$ cat src/rtl/drac_pkg.sv
// Shared types for the scalar issue stage.
// Holds the per-entry issue descriptor handed from the instruction queue head
// to the issue controller, the functional-unit enumeration and the default
// in-flight limit.
package drac_pkg;

    localparam int NUM_SCALAR_INSTR     = 2;
    localparam int INFLIGHT_MAX_DEFAULT = 16;
    localparam int REG_W                = 5;

    typedef enum logic [2:0] {
        UNIT_ALU    = 3'd0,
        UNIT_BRANCH = 3'd1,
        UNIT_MEM    = 3'd2,
        UNIT_MUL    = 3'd3,
        UNIT_DIV    = 3'd4
    } unit_e;

    typedef struct packed {
        logic             valid;
        logic [REG_W-1:0] rs1;
        logic [REG_W-1:0] rs2;
        logic [REG_W-1:0] rd;
        logic             use_rs1;
        logic             use_rs2;
        logic             regwr;
        unit_e            unit;
        logic             serial;
    } iq_issue_info_t;

    // Units whose results come back through the writeback ports and whose
    // pipelines cannot accept two instructions in the same cycle.
    function automatic logic is_long_lat(input unit_e u);
        return (u == UNIT_MEM) || (u == UNIT_MUL) || (u == UNIT_DIV);
    endfunction

endpackage

$ cat src/rtl/issue_scoreboard.sv
// Busy-register scoreboard for long-latency results.
// Ports:
//   clk_i, rstn_i   clock, asynchronous active-low reset
//   flush_i         clears every busy bit on the next edge
//   set_valid_i/set_rd_i  mark a destination busy (one per issue slot)
//   clr_valid_i/clr_rd_i  writeback releases a destination (one per port)
//   busy_o          busy vector, bit 0 is hard-wired clear
module issue_scoreboard
    import drac_pkg::*;
#(
    parameter int NREGS = 32
) (
    input  logic                                   clk_i,
    input  logic                                   rstn_i,
    input  logic                                   flush_i,
    input  logic [NUM_SCALAR_INSTR-1:0]            set_valid_i,
    input  logic [NUM_SCALAR_INSTR-1:0][REG_W-1:0] set_rd_i,
    input  logic [NUM_SCALAR_INSTR-1:0]            clr_valid_i,
    input  logic [NUM_SCALAR_INSTR-1:0][REG_W-1:0] clr_rd_i,
    output logic [NREGS-1:0]                       busy_o
);

    logic [NREGS-1:0] busy_q, busy_d;

    // Clears are applied before sets so that a register issued and written
    // back in the same cycle stays busy for the newer producer.
    always_comb begin
        busy_d = busy_q;
        for (int r = 1; r < NREGS; r++) begin
            for (int k = 0; k < NUM_SCALAR_INSTR; k++) begin
                if (clr_valid_i[k] && (clr_rd_i[k] == REG_W'(r))) begin
                    busy_d[r] = 1'b0;
                end
            end
            for (int k = 0; k < NUM_SCALAR_INSTR; k++) begin
                if (set_valid_i[k] && (set_rd_i[k] == REG_W'(r))) begin
                    busy_d[r] = 1'b1;
                end
            end
        end
        busy_d[0] = 1'b0;
        if (flush_i) begin
            busy_d = '0;
        end
    end

    always_ff @(posedge clk_i or negedge rstn_i) begin
        if (!rstn_i) begin
            busy_q <= '0;
        end else begin
            busy_q <= busy_d;
        end
    end

    assign busy_o = busy_q;

endmodule

$ cat src/rtl/iq_issue_ctrl.sv
// Dual-issue controller at the head of the instruction queue.
// Decides each cycle how many head entries (0, 1 or 2, oldest first) move to
// register read, tracks issued-but-uncommitted instructions, and sequences
// serializing instructions (drain, issue alone, wait for commit).
// Ports:
//   clk_i, rstn_i      clock, asynchronous active-low reset
//   flush_i            pipeline flush, blocks issue and clears all state
//   iq_empty_i, head_i queue status and the two oldest entries
//   rr_ready_i         per-slot downstream acceptance
//   commit_cnt_i       instructions retired this cycle
//   wb_valid_i/wb_rd_i long-latency writebacks releasing busy registers
//   read_head_o        per-slot pop strobes (combinational)
//   stall_o            oldest entry present but not issued
//   inflight_o         issued-but-uncommitted count
module iq_issue_ctrl
    import drac_pkg::*;
#(
    parameter int INFLIGHT_MAX = INFLIGHT_MAX_DEFAULT,
    parameter int NREGS        = 32
) (
    input  logic                                   clk_i,
    input  logic                                   rstn_i,
    input  logic                                   flush_i,
    input  logic                                   iq_empty_i,
    input  iq_issue_info_t [NUM_SCALAR_INSTR-1:0]  head_i,
    input  logic [NUM_SCALAR_INSTR-1:0]            rr_ready_i,
    input  logic [1:0]                             commit_cnt_i,
    input  logic [NUM_SCALAR_INSTR-1:0]            wb_valid_i,
    input  logic [NUM_SCALAR_INSTR-1:0][REG_W-1:0] wb_rd_i,
    output logic [NUM_SCALAR_INSTR-1:0]            read_head_o,
    output logic                                   stall_o,
    output logic [$clog2(INFLIGHT_MAX):0]          inflight_o
);

    localparam int CNT_W  = $clog2(INFLIGHT_MAX) + 1;
    localparam int CNT_W1 = CNT_W + 1;

    typedef enum logic [1:0] {
        S_RUN         = 2'd0,
        S_DRAIN       = 2'd1,
        S_SERIAL_WAIT = 2'd2
    } state_e;

    state_e                      state_q, state_d;
    logic [CNT_W-1:0]            inflight_q, inflight_d;
    logic [NREGS-1:0]            busy;
    logic [NUM_SCALAR_INSTR-1:0] issue;
    logic [NUM_SCALAR_INSTR-1:0] hazard;
    logic [NUM_SCALAR_INSTR-1:0] set_valid;
    logic [NUM_SCALAR_INSTR-1:0][REG_W-1:0] set_rd;
    logic                        head_present;
    logic                        pair_conflict;
    logic                        run_ok0, run_ok1;
    logic [CNT_W1-1:0]           sum_w;

    function automatic logic reg_busy(input logic [NREGS-1:0] b,
                                      input logic [REG_W-1:0] r);
        reg_busy = 1'b0;
        for (int i = 1; i < NREGS; i++) begin
            if (r == REG_W'(i)) begin
                reg_busy = b[i];
            end
        end
    endfunction

    always_comb begin
        for (int k = 0; k < NUM_SCALAR_INSTR; k++) begin
            hazard[k] = (head_i[k].use_rs1 && reg_busy(busy, head_i[k].rs1)) ||
                        (head_i[k].use_rs2 && reg_busy(busy, head_i[k].rs2)) ||
                        (head_i[k].regwr   && reg_busy(busy, head_i[k].rd));
        end
    end

    // The younger entry may not read or overwrite the older one's result in
    // the same cycle, nor share a non-pipelined long-latency unit with it.
    assign pair_conflict =
        (head_i[0].regwr && (head_i[0].rd != '0) &&
         ((head_i[1].use_rs1 && (head_i[1].rs1 == head_i[0].rd)) ||
          (head_i[1].use_rs2 && (head_i[1].rs2 == head_i[0].rd)) ||
          (head_i[1].regwr   && (head_i[1].rd  == head_i[0].rd)))) ||
        ((head_i[0].unit == head_i[1].unit) && is_long_lat(head_i[0].unit));

    assign head_present = !iq_empty_i && head_i[0].valid;

    assign run_ok0 = head_present && rr_ready_i[0] && !hazard[0] &&
                     (int'(inflight_q) < INFLIGHT_MAX) && !head_i[0].serial;

    assign run_ok1 = run_ok0 && head_i[1].valid && rr_ready_i[1] && !hazard[1] &&
                     !head_i[1].serial && (int'(inflight_q) + 2 <= INFLIGHT_MAX) &&
                     !pair_conflict;

    // A serializing head is never issued from RUN; it first waits for the
    // pipeline to empty, goes alone, then blocks issue until it has retired.
    always_comb begin
        state_d = state_q;
        issue   = '0;
        case (state_q)
            S_RUN: begin
                issue[0] = run_ok0;
                issue[1] = run_ok1;
                if (head_present && head_i[0].serial) begin
                    state_d = S_DRAIN;
                end
            end
            S_DRAIN: begin
                if ((inflight_q == '0) && rr_ready_i[0] && head_present) begin
                    issue[0] = 1'b1;
                    state_d  = S_SERIAL_WAIT;
                end
            end
            S_SERIAL_WAIT: begin
                if (inflight_q == '0) begin
                    state_d = S_RUN;
                end
            end
            default: begin
                state_d = S_RUN;
            end
        endcase
        if (flush_i) begin
            issue   = '0;
            state_d = S_RUN;
        end
    end

    assign sum_w = {1'b0, inflight_q} + CNT_W1'(issue[0]) + CNT_W1'(issue[1]);

    always_comb begin
        inflight_d = inflight_q;
        if (flush_i) begin
            inflight_d = '0;
        end else if (sum_w < CNT_W1'(commit_cnt_i)) begin
            inflight_d = '0;
        end else begin
            inflight_d = CNT_W'(sum_w - CNT_W1'(commit_cnt_i));
        end
    end

    always_ff @(posedge clk_i or negedge rstn_i) begin
        if (!rstn_i) begin
            state_q    <= S_RUN;
            inflight_q <= '0;
        end else begin
            state_q    <= state_d;
            inflight_q <= inflight_d;
        end
    end

    underflow_chk: assert property (@(posedge clk_i) disable iff (!rstn_i || flush_i)
                                    sum_w >= CNT_W1'(commit_cnt_i));

    always_comb begin
        for (int k = 0; k < NUM_SCALAR_INSTR; k++) begin
            set_valid[k] = issue[k] && head_i[k].regwr && (head_i[k].rd != '0) &&
                           is_long_lat(head_i[k].unit);
            set_rd[k]    = head_i[k].rd;
        end
    end

    issue_scoreboard #(
        .NREGS (NREGS)
    ) u_scoreboard (
        .clk_i       (clk_i),
        .rstn_i      (rstn_i),
        .flush_i     (flush_i),
        .set_valid_i (set_valid),
        .set_rd_i    (set_rd),
        .clr_valid_i (wb_valid_i),
        .clr_rd_i    (wb_rd_i),
        .busy_o      (busy)
    );

    assign read_head_o = issue & {NUM_SCALAR_INSTR{rstn_i}};
    assign stall_o     = rstn_i && head_present && !issue[0];
    assign inflight_o  = inflight_q;

endmodule

$ cat config.mk
export PLATFORM = sky130hd
export DESIGN_NAME = iq_issue_ctrl
export DESIGN_NICKNAME = d
export VERILOG_FILES = /design/src/rtl/drac_pkg.sv /design/src/rtl/issue_scoreboard.sv /design/src/rtl/iq_issue_ctrl.sv
export SDC_FILE = /design/constraint.sdc
export NUM_CORES = 1
export LEC_CHECK = 0
export CORE_MARGIN = 2
export CORE_UTILIZATION = 60
export CTS_BUF_LIST = sky130_fd_sc_hd__clkbuf_4
export CTS_CLUSTER_DIAMETER = 80
export CTS_CLUSTER_SIZE = 8
export DETAILED_ROUTE_END_ITERATION = 8
export PLACE_DENSITY_LB_ADDON = 0.12
export SYNTH_ARGS = -nofsm -noshare
export SYNTH_HDL_FRONTEND = slang
export SYNTH_SLANG_ARGS = --single-unit
$ cat constraint.sdc
create_clock -name clk_i -period 8.8 [get_ports clk_i]
set_input_delay 2.64 -clock clk_i [delete_from_list [all_inputs] [get_ports clk_i]]
set_output_delay 2.64 -clock clk_i [all_outputs]
set_load 0.02 [all_outputs]
### Word level (Yosys, flattened, before mapping)

Index checks and enable logic that the tools add are counted.

* bitwise operators: 1
* reductions and logical operators: 212
* $lt $le $gt $ge: 3
* add/subtract/negate cells: 4
* equality and inequality tests: 263
* mux-type cells: 322

Operators by type and width (number)
* $eq 5x5->1 const B: 128
* $eq 5x4->1 const B: 64
* $mux 1: 312
* $reduce_bool 5->1: 33
* $eq 5x3->1 const B: 32
* $logic_and 1x1->1: 158
* $eq 5x2->1 const B: 16
* $eq 5x1->1 const B: 8
* $mux 32: 1
* $eq 5x5->1: 3
* $eq 3x2->1 const B: 4
* $logic_or 1x1->1: 11
* $mux 2: 5
* $mux 5: 2
* $ne 3x3->1 const B: 3
* $logic_not 1->1: 7
* $add 5x1->6: 1
* $add 5x2->6 const B: 1
* $add 6x1->6: 1
* $eq 3x3->1 const B: 2
* $le 6x5->1 const B: 1
* $lt 6x2->1: 1
* $pmux 2 s3: 1
* $logic_not 5->1: 1
* other kinds (9): 9

* register bits: 38
* bits of input ports: 66
* word-level logic and storage cells: 838
* output and inout bits: 8

### Longest topological paths before layout

* depth in word-level cells: 54
* mapped depth: 21
* gate-level depth less buffers: 17

### Modules after synthesis

A second synthesis with hierarchy kept.

* cells, all modules: 765
* area, all modules: 5785.5 um^2

By module, submodules not included
* iq_issue_ctrl: area an instance 3821.2 um^2, cells each 576, times used 1
* issue_scoreboard: area an instance 1964.4 um^2, cells each 189, times used 1

### Worst setup path after synthesis

Ideal clock, no wire load.

* path type: input to output
* start point: in head_i[18] (netlist bit)
* end point: out read_head_o[0]
* setup slack: 1365 ps
* buffers on the path: 2
* stages: 8
* data arrival time: 4795 ps
* data required time: 6160 ps
* cell sequence: buf_6 > a21oi_1 > a221oi_1 > or4_1 > o41a_1 > o31ai_4 > buf_2 > and2_1

* cells in the longest elaborated chain, start to end: 42
* elaborated cells on any way between the ends: 72
* classes of those cells: 31 x eq/ne; 33 x mux; 1 x bitwise; 7 x reduce/logical

Ends and longest elaborated chain
* start, declared: RTL line iq_issue_ctrl.sv:25 `input iq_issue_info_t [NUM_SCALAR_INSTR-1:0] head_i,`
* $eq 5x1->1: RTL line iq_issue_ctrl.sv:60 `if (r == REG_W'(i)) begin`
* $mux 1 (30 in series): RTL line iq_issue_ctrl.sv:60
* $mux 1 *: RTL line iq_issue_ctrl.sv:60
* $logic_and 1x1->1 *: RTL line iq_issue_ctrl.sv:68 `hazard[k] = (head_i[k].use_rs1 && reg_busy(busy, head_i[k].rs1)) ||`
* $logic_or 1x1->1 *: RTL line iq_issue_ctrl.sv:68
* $logic_or 1x1->1 *: RTL line iq_issue_ctrl.sv:69 `(head_i[k].use_rs2 && reg_busy(busy, head_i[k].rs2)) ||`
* $logic_not 1->1 *: RTL line iq_issue_ctrl.sv:85 `assign run_ok0 = head_present && rr_ready_i[0] && !hazard[0] &&`
* $logic_and 1x1->1 * (2 in series): RTL line iq_issue_ctrl.sv:85
* $logic_and 1x1->1 *: RTL line iq_issue_ctrl.sv:86 `(int'(inflight_q) < INFLIGHT_MAX) && !head_i[0].serial;`
* $pmux 1 s2 *: RTL line iq_issue_ctrl.sv:97 `case (state_q)`
* $mux 2 *: RTL line iq_issue_ctrl.sv:120 `if (flush_i) begin`
* $and 2x2->2 *: RTL line iq_issue_ctrl.sv:173 `assign read_head_o = issue & {NUM_SCALAR_INSTR{rstn_i}};`
* end, declared: RTL line iq_issue_ctrl.sv:30 `output logic [NUM_SCALAR_INSTR-1:0] read_head_o,`

Mark *: on every way between the ends. The rest lies on a longest branch, timed or not.

### Worst setup path in the final report

* start point: in head_i[11] (netlist bit)
* end point: out stall_o

* cells in the longest elaborated chain, start to end: 42
* elaborated cells on any way between the ends: 72
* classes of those cells: 31 x eq/ne; 33 x mux; 8 x reduce/logical

Ends and longest elaborated chain
* $eq 5x1->1: RTL line iq_issue_ctrl.sv:60
* $mux 1 (30 in series): RTL line iq_issue_ctrl.sv:60
* $mux 1 *: RTL line iq_issue_ctrl.sv:60
* $logic_and 1x1->1 *: RTL line iq_issue_ctrl.sv:70 `(head_i[k].regwr && reg_busy(busy, head_i[k].rd));`
* $logic_or 1x1->1 *: RTL line iq_issue_ctrl.sv:69
* $logic_not 1->1 *: RTL line iq_issue_ctrl.sv:85
* $logic_and 1x1->1 * (2 in series): RTL line iq_issue_ctrl.sv:85
* $logic_and 1x1->1 *: RTL line iq_issue_ctrl.sv:86
* $pmux 1 s2 *: RTL line iq_issue_ctrl.sv:97
* $mux 2 *: RTL line iq_issue_ctrl.sv:120
* $logic_not 1->1 *: RTL line iq_issue_ctrl.sv:174 `assign stall_o = rstn_i && head_present && !issue[0];`
* $logic_and 1x1->1 *: RTL line iq_issue_ctrl.sv:174
* end, declared: RTL line iq_issue_ctrl.sv:31 `output logic stall_o,`

Marked as above.

==> impl_metrics.json <==
{
  "reg2reg_from": "u_scoreboard.busy_o[26]$_DFFE_PN0P_",
  "wl_per_cell_um": 23.4,
  "power_per_cell_area_nw_per_um2": 87.3,
  "worst-setup-path-type": "in2out",
  "grt_pass1_vias": 6655,
  "r2r-end": "inflight_o[3]$_DFF_PN0_",
  "pre_cts_ws_ps": 273,
  "via_count": 7289,
  "leakagePower_nw": 2.46,
  "grt_max_degree": 42,
  "wl_um": 22900,
  "die_h_um": 104,
  "track_usage_pct": 41.7,
  "worstSkewPairLatency_ps": 380,
  "run_status": "complete, no violations",
  "required_ps": 6160,
  "gr-total-overflow": 0,
  "drt_iter0_drc": 1046,
  "worst_pin_slew_ps": 906,
  "fillers": 861,
  "ys_seq_area_share_pct": 16.0,
  "r2r_slack_ps": 4300,
  "endpoint_kind": "output pin",
  "drv_slew": 0,
  "drv_cap": 0,
  "hold_class": "reg2reg",
  "reg2regPathDepth": 17,
  "critPathLaunchType": "input pin",
  "pin_count": 74,
  "timing.fmax_mhz": 117,
  "final_common_cell": "clkdlybuf4s50_1",
  "numClockSinks": 38,
  "syn2layout_area_growth_pct": 15.4,
  "antenna_found_initial": 0,
  "synth_fp_nets": 880,
  "period_share_pct": 97.5,
  "num_rows": 36,
  "synthArstFlopShare_pct": 100,
  "cts_tree": "yes",
  "synth.area.top_cells": "dfrtp_1, nor2b_1, mux2i_1",
  "start_util_pct": 61.3,
  "gp_routability_congestion": 1.04,
  "crit_path_start": "head_i[11]",
  "root_buffer": "clkbuf_4",
  "crit_end": "stall_o",
  "yosysTopAreaCell": "dfrtp_1",
  "timing.final.ws_setup_ps": 217,
  "ir_drop_mv": 0.158,
  "cts_made_buffers": 5,
  "clkTransAtPathRegs_ps": 110,
  "place_inst": 973,
  "firstDrtPassIters": 7,
  "grt_pass1_wl_um": 36100,
  "cp_max_fo": 11,
  "syn_area_um2": 5960,
  "drc_errors": 0,
  "htreeDepth": 2,
  "ys_seq_elements": 38,
  "fin_nets": 918,
  "antenna_left": 0,
  "critPathArrivalTime_ps": 5940,
  "die_w_um": 104,
  "vias_per_cell": 7.44,
  "finalSetupTns_ps": 0,
  "final_cell_count_no_fill": 980,
  "setup_viol": 0,
  "rsz0062_at_grt": "no",
  "synthCells": 809,
  "postSynthAreaPerCell_um2": 7.37,
  "place_hpwl_um": 16400,
  "post-cts-setup-buffers": 0,
  "dieArea_um2": 10700,
  "synth.distinct_cells": 80,
  "clock_path_buffers": 2,
  "clock_skew_ps": 22.4,
  "synth-edff-count": 0,
  "antennaDiodeCount": 0,
  "worst_slew_margin_rel_pct": 39.6,
  "drive_above_1_share_pct": 9.33,
  "hold_viol": 0,
  "synth_warnings": 0,
  "core_area_um2": 9730,
  "numPortBuffers": 73,
  "final_cell_mix": "clkdlybuf4s50_1, nor2b_1, nor2_1",
  "fin_crit_ps": 8580,
  "synth.top_cell.area_share_pct": 16.0,
  "synth_flop_cell": "dfrtp_1"
}
## how the worst min path moves through the flow
stage	start	to	slack [ps]	cells after the start
detailed placement	state_q[1]$_DFFE_PN0P_	state_q[0]$_DFFE_PN0P_	480	1
floorplan	state_q[1]$_DFFE_PN0P_	state_q[0]$_DFFE_PN0P_	460	1
finish	state_q[1]$_DFFE_PN0P_	state_q[0]$_DFFE_PN0P_	490	1
global placement	state_q[1]$_DFFE_PN0P_	state_q[0]$_DFFE_PN0P_	470	1
CTS	state_q[1]$_DFFE_PN0P_	state_q[0]$_DFFE_PN0P_	490	1
global route	state_q[1]$_DFFE_PN0P_	state_q[0]$_DFFE_PN0P_	520	1
## flip-flops by register name, summed over array words and instances (netlist names)
| signal | count |
|---|---|
| state_q | 2 |
| u_scoreboard.busy_o | 31 |
| inflight_o | 5 |
## power breakdown
part	internal, mW	switching (mW)
sequential	0.183	0.0161
clock	0.0573	0.0618
combinational	0.121	0.161
## stage by stage
| step | hold slack [ps] | util (%) | total power, mW | area (µm²) |
|---|---|---|---|---|
| 6_report | 489 | 70.7 | 0.600 | 6880 |
| 5_1_grt | 519 | 70.7 | 0.630 | 6880 |
| 4_1_cts | 492 | 70.7 | 0.594 | 6880 |
| 3_5_place_dp | 476 | 69.9 | 0.477 | 6800 |
| 3_3_place_gp | 470 | 69.9 | 0.463 | 6800 |
| 2_1_floorplan | 456 | - | 0.373 | 5960 |
## cell usage after synthesis, types with 23 or more instances
master,count
nor2b_1,50
o22ai_1,25
nor3b_1,26
a21oi_1,30
o21ai_0,27
clkbuf_1,50
o211ai_1,23
nand3_1,33
inv_1,23
dfrtp_1,38
nand2_1,47
nand2b_1,34
nor2_1,49
## layer usage
| metal | up-vias | routed length [µm] | GRT usage, % |
|---|---|---|---|
| met4 | 0 | 1440 | 22.6 |
| met3 | 142 | 3190 | 8.81 |
| met5 | - | 0 | 0 |
| met2 | 628 | 9820 | 63.7 |
| li1 | 3189 | - | - |
| met1 | 3330 | 8470 | 55.3 |
## worst max-delay path, cell delays in order
cell	delay (ps)
clkdlybuf4s50_1	800
inv_1	290
nor3_1	390
o2111ai_1	170
o2111a_1	170
a211oi_2	320
buf_4	200
o31ai_4	90
inv_1	90
and3_1	160
clkdlybuf4s50_1	610
## cells by family (layout without fill, tap and decap cells)
kind of cell | after synthesis | in the layout | synth area share [%]
simple gates | 364 | 364 | 35.7
xor+xnor | 20 | 20 | 2.94
mux | 39 | 39 | 7.85
flops | 38 | 38 | 16.0
buf+inv | 99 | 137 | 6.84
fa+ha+maj | 5 | 5 | 1.30
compound gates | 244 | 244 | 29.4
## cell type report
class                           instances  area, µm²  share of cell area, %
Multi-Input combinational cell        672       4610                   67.0
Sequential cell                        38        951                   13.8
Clock buffer                            5       37.5                  0.546
Clock inverter                          2       33.8                  0.491
Tap cell                              133        166                   2.42
Timing Repair Buffer                  107        993                   14.4
Inverter                               23       86.3                   1.26
## repair_timing
action                                  4_1_cts  5_1_grt
resized for setup                             0        1
hold buffers                                  0        0
endpoints found under the setup margin        0        1
Power figures use the tool's default switching activity.
==> RTL edit (same flow settings) <==
Make the reset (`rstn_i`) synchronous in 2 clocked blocks. Comments in the files are not updated.
--- a/src/rtl/issue_scoreboard.sv
+++ b/src/rtl/issue_scoreboard.sv
@@ -46,3 +46,3 @@
 
-    always_ff @(posedge clk_i or negedge rstn_i) begin
+    always_ff @(posedge clk_i) begin
         if (!rstn_i) begin
--- a/src/rtl/iq_issue_ctrl.sv
+++ b/src/rtl/iq_issue_ctrl.sv
@@ -138,3 +138,3 @@
 
-    always_ff @(posedge clk_i or negedge rstn_i) begin
+    always_ff @(posedge clk_i) begin
         if (!rstn_i) begin
Function: changed (Yosys sat finds a counterexample within 4 cycles, from zero or initial values and one cycle with rstn_i low; the reset may be asserted at any time).
==> RTL edit against the unedited design <==
- design area down 5.2%
- register-to-register slack gained 0.06 ns
- worst setup slack gained 0.0064 ns
- synthesized area shrank 5.6%
- via count decreased by 1.2%
- sequential share of layout area is 2.2 points lower
- maximum frequency is essentially flat
- sequential cell count did not move
- routed wire length shrank 0.44%
- first-iteration DRC count is 3.4% higher
- power fell by 11%
- highest routed layer unchanged
==> RTL edit: results (changes against the unedited design) <==
Status
  • Outcome: finished clean

Power
  • Clk pwr share: 29.1% (+9.2 points)
  • Int Pwr: 350.2 uW (-3.1%)
  • Comb power: 202 uW (-28%)
  • Max VDD drop: 0.09343 mV (-41%)
  • P_leak: 0.002190 uW (-11%)
  • P per Cell Area: 82.01 nW/um^2 (-6.0%)

STA
  • Final period util: 97.46% (about the same)
  • Clock skew: 0.008563 ns (-0.01380 ns)
  • Slew margin rel.: 50.59% (+11 points)
  • Hold_ws: 0.4604 ns (-0.02865 ns)

Finish
  • N_diodes: 0 (unchanged)
  • Non-Filler Instances: 956 (-2.4%)
  • Max reg flops: 31 (unchanged)
  • Layout cell share with drive strength beyond 1: 8.521% (-0.81 points)
  • Final net count: 915 (-0.33%)

Critical path
  • CP max FO: 12 (+1)
  • Worst-case reg-to-reg path depth: 18 (+1)
  • FF-to-FF setup slack: 4.36 ns (+0.06 ns)
  • CP arrival: 5.94 ns (about the same)
  • Top delay family on crit path: buffers and inverters
  • Crit path largest cell delay: 0.60 ns (-0.20 ns)

Routing
  • Drt wl/cell: 23.87 um (+2.1%)
  • Routed met2 length: 9.704 mm (-1.2%)
  • 1st-pass router iterations: 9 (+2)
  • Wire length on met1: 8.021 mm (-5.3%)
  • First DRT Iteration DRCs: 1082 (+3.4%)
  • Detail Route met3 WL: 3.319 mm (+4.0%)
  • Vias/cell: 7.529 (+1.2%)

Placed design
  • # placed instances: 948 (-2.6%)
  • Routability cong.: 1.075 (+3.8%)
  • Pre-CTS setup slack: 0.3022 ns (+0.02896 ns)
  • Placement Cell Area: 6410 um^2 (-5.8%)
  • Post-DP HPWL: 16.21 mm (-1.2%)

Min path
  • Worst hold stages: 1 (unchanged)
  • Worst Hold Class: reg2reg

Global routing
  • Met2 usage: 65.90% (+2.2 points)
  • Initial antenna violation count: 0 (unchanged)
  • GR Layer Usage met3: 8.322% (-0.49 points)
  • GRT Util Overall: 43.53% (+1.8 points)
  • Global-route wire length before repair: 34.51 mm (-4.3%)
  • Largest net degree at the start of global routing: 40 (-4.8%)
  • GRT met1 Usage: 55.55% (+0.26 points)
  • Number of global-route vias before repair: 6570 (-1.3%)

Clock tree
  • CTS Buffer Depth: 2 (unchanged)
  • Postcts setup bufs: 0 (unchanged)
  • CTS Buf Count: 5 (unchanged)
  • CTS-repair resized insts: 0 (unchanged)
  • Worst-path clk slew: 0.12 ns

Synthesis
  • Syn nets: 878 (-0.23%)
  • Asr flop ratio synth: 0% (-100 points)
  • Distinct cells, synth: 79 (-1.3%)
  • Sequential share of the synthesized area: 13.52% (-2.4 points)
  • Cells after Synth: 807 (-0.25%)
  • Largest cells by area after synthesis: dfxtp_1, nand3_1, o221ai_1, a22oi_1, nand2b_1
  • Post-synth top cells: nand3_1, nor2_1, nand2_1
## RTL edit: layout make-up
class / instances / area (um^2)
fill: 732 / 2636
timing repair buffer: 109 / 1001
clock buffer: 5 / 37.54
sequential: 38 / 760.7
multi-input combinational: 655 / 4378
inverter: 35 / 131.4
tap: 111 / 138.9
clock inverter: 3 / 68.82
## RTL edit: kinds of logic after synthesis
| group | share of synthesized area [%] |
|---|---|
| AND/OR/NAND/NOR | 33.82 |
| AO/OA/AOI/OAI | 33.53 |
| buffers and inverters | 8.717 |
| flip-flops | 13.52 |
| multiplexers | 6.071 |
| XOR/XNOR | 2.958 |
| adder cells (fa/ha/maj) | 1.379 |
## RTL edit: worst paths after layout
kind | startpoint | endpoint
max reg2reg | u_scoreboard.busy_o[23] | inflight_o[4]
min reg2reg | state_q[1] | state_q[0]
min | state_q[1] | state_q[0]
max | head_i[7] | read_head_o[1]
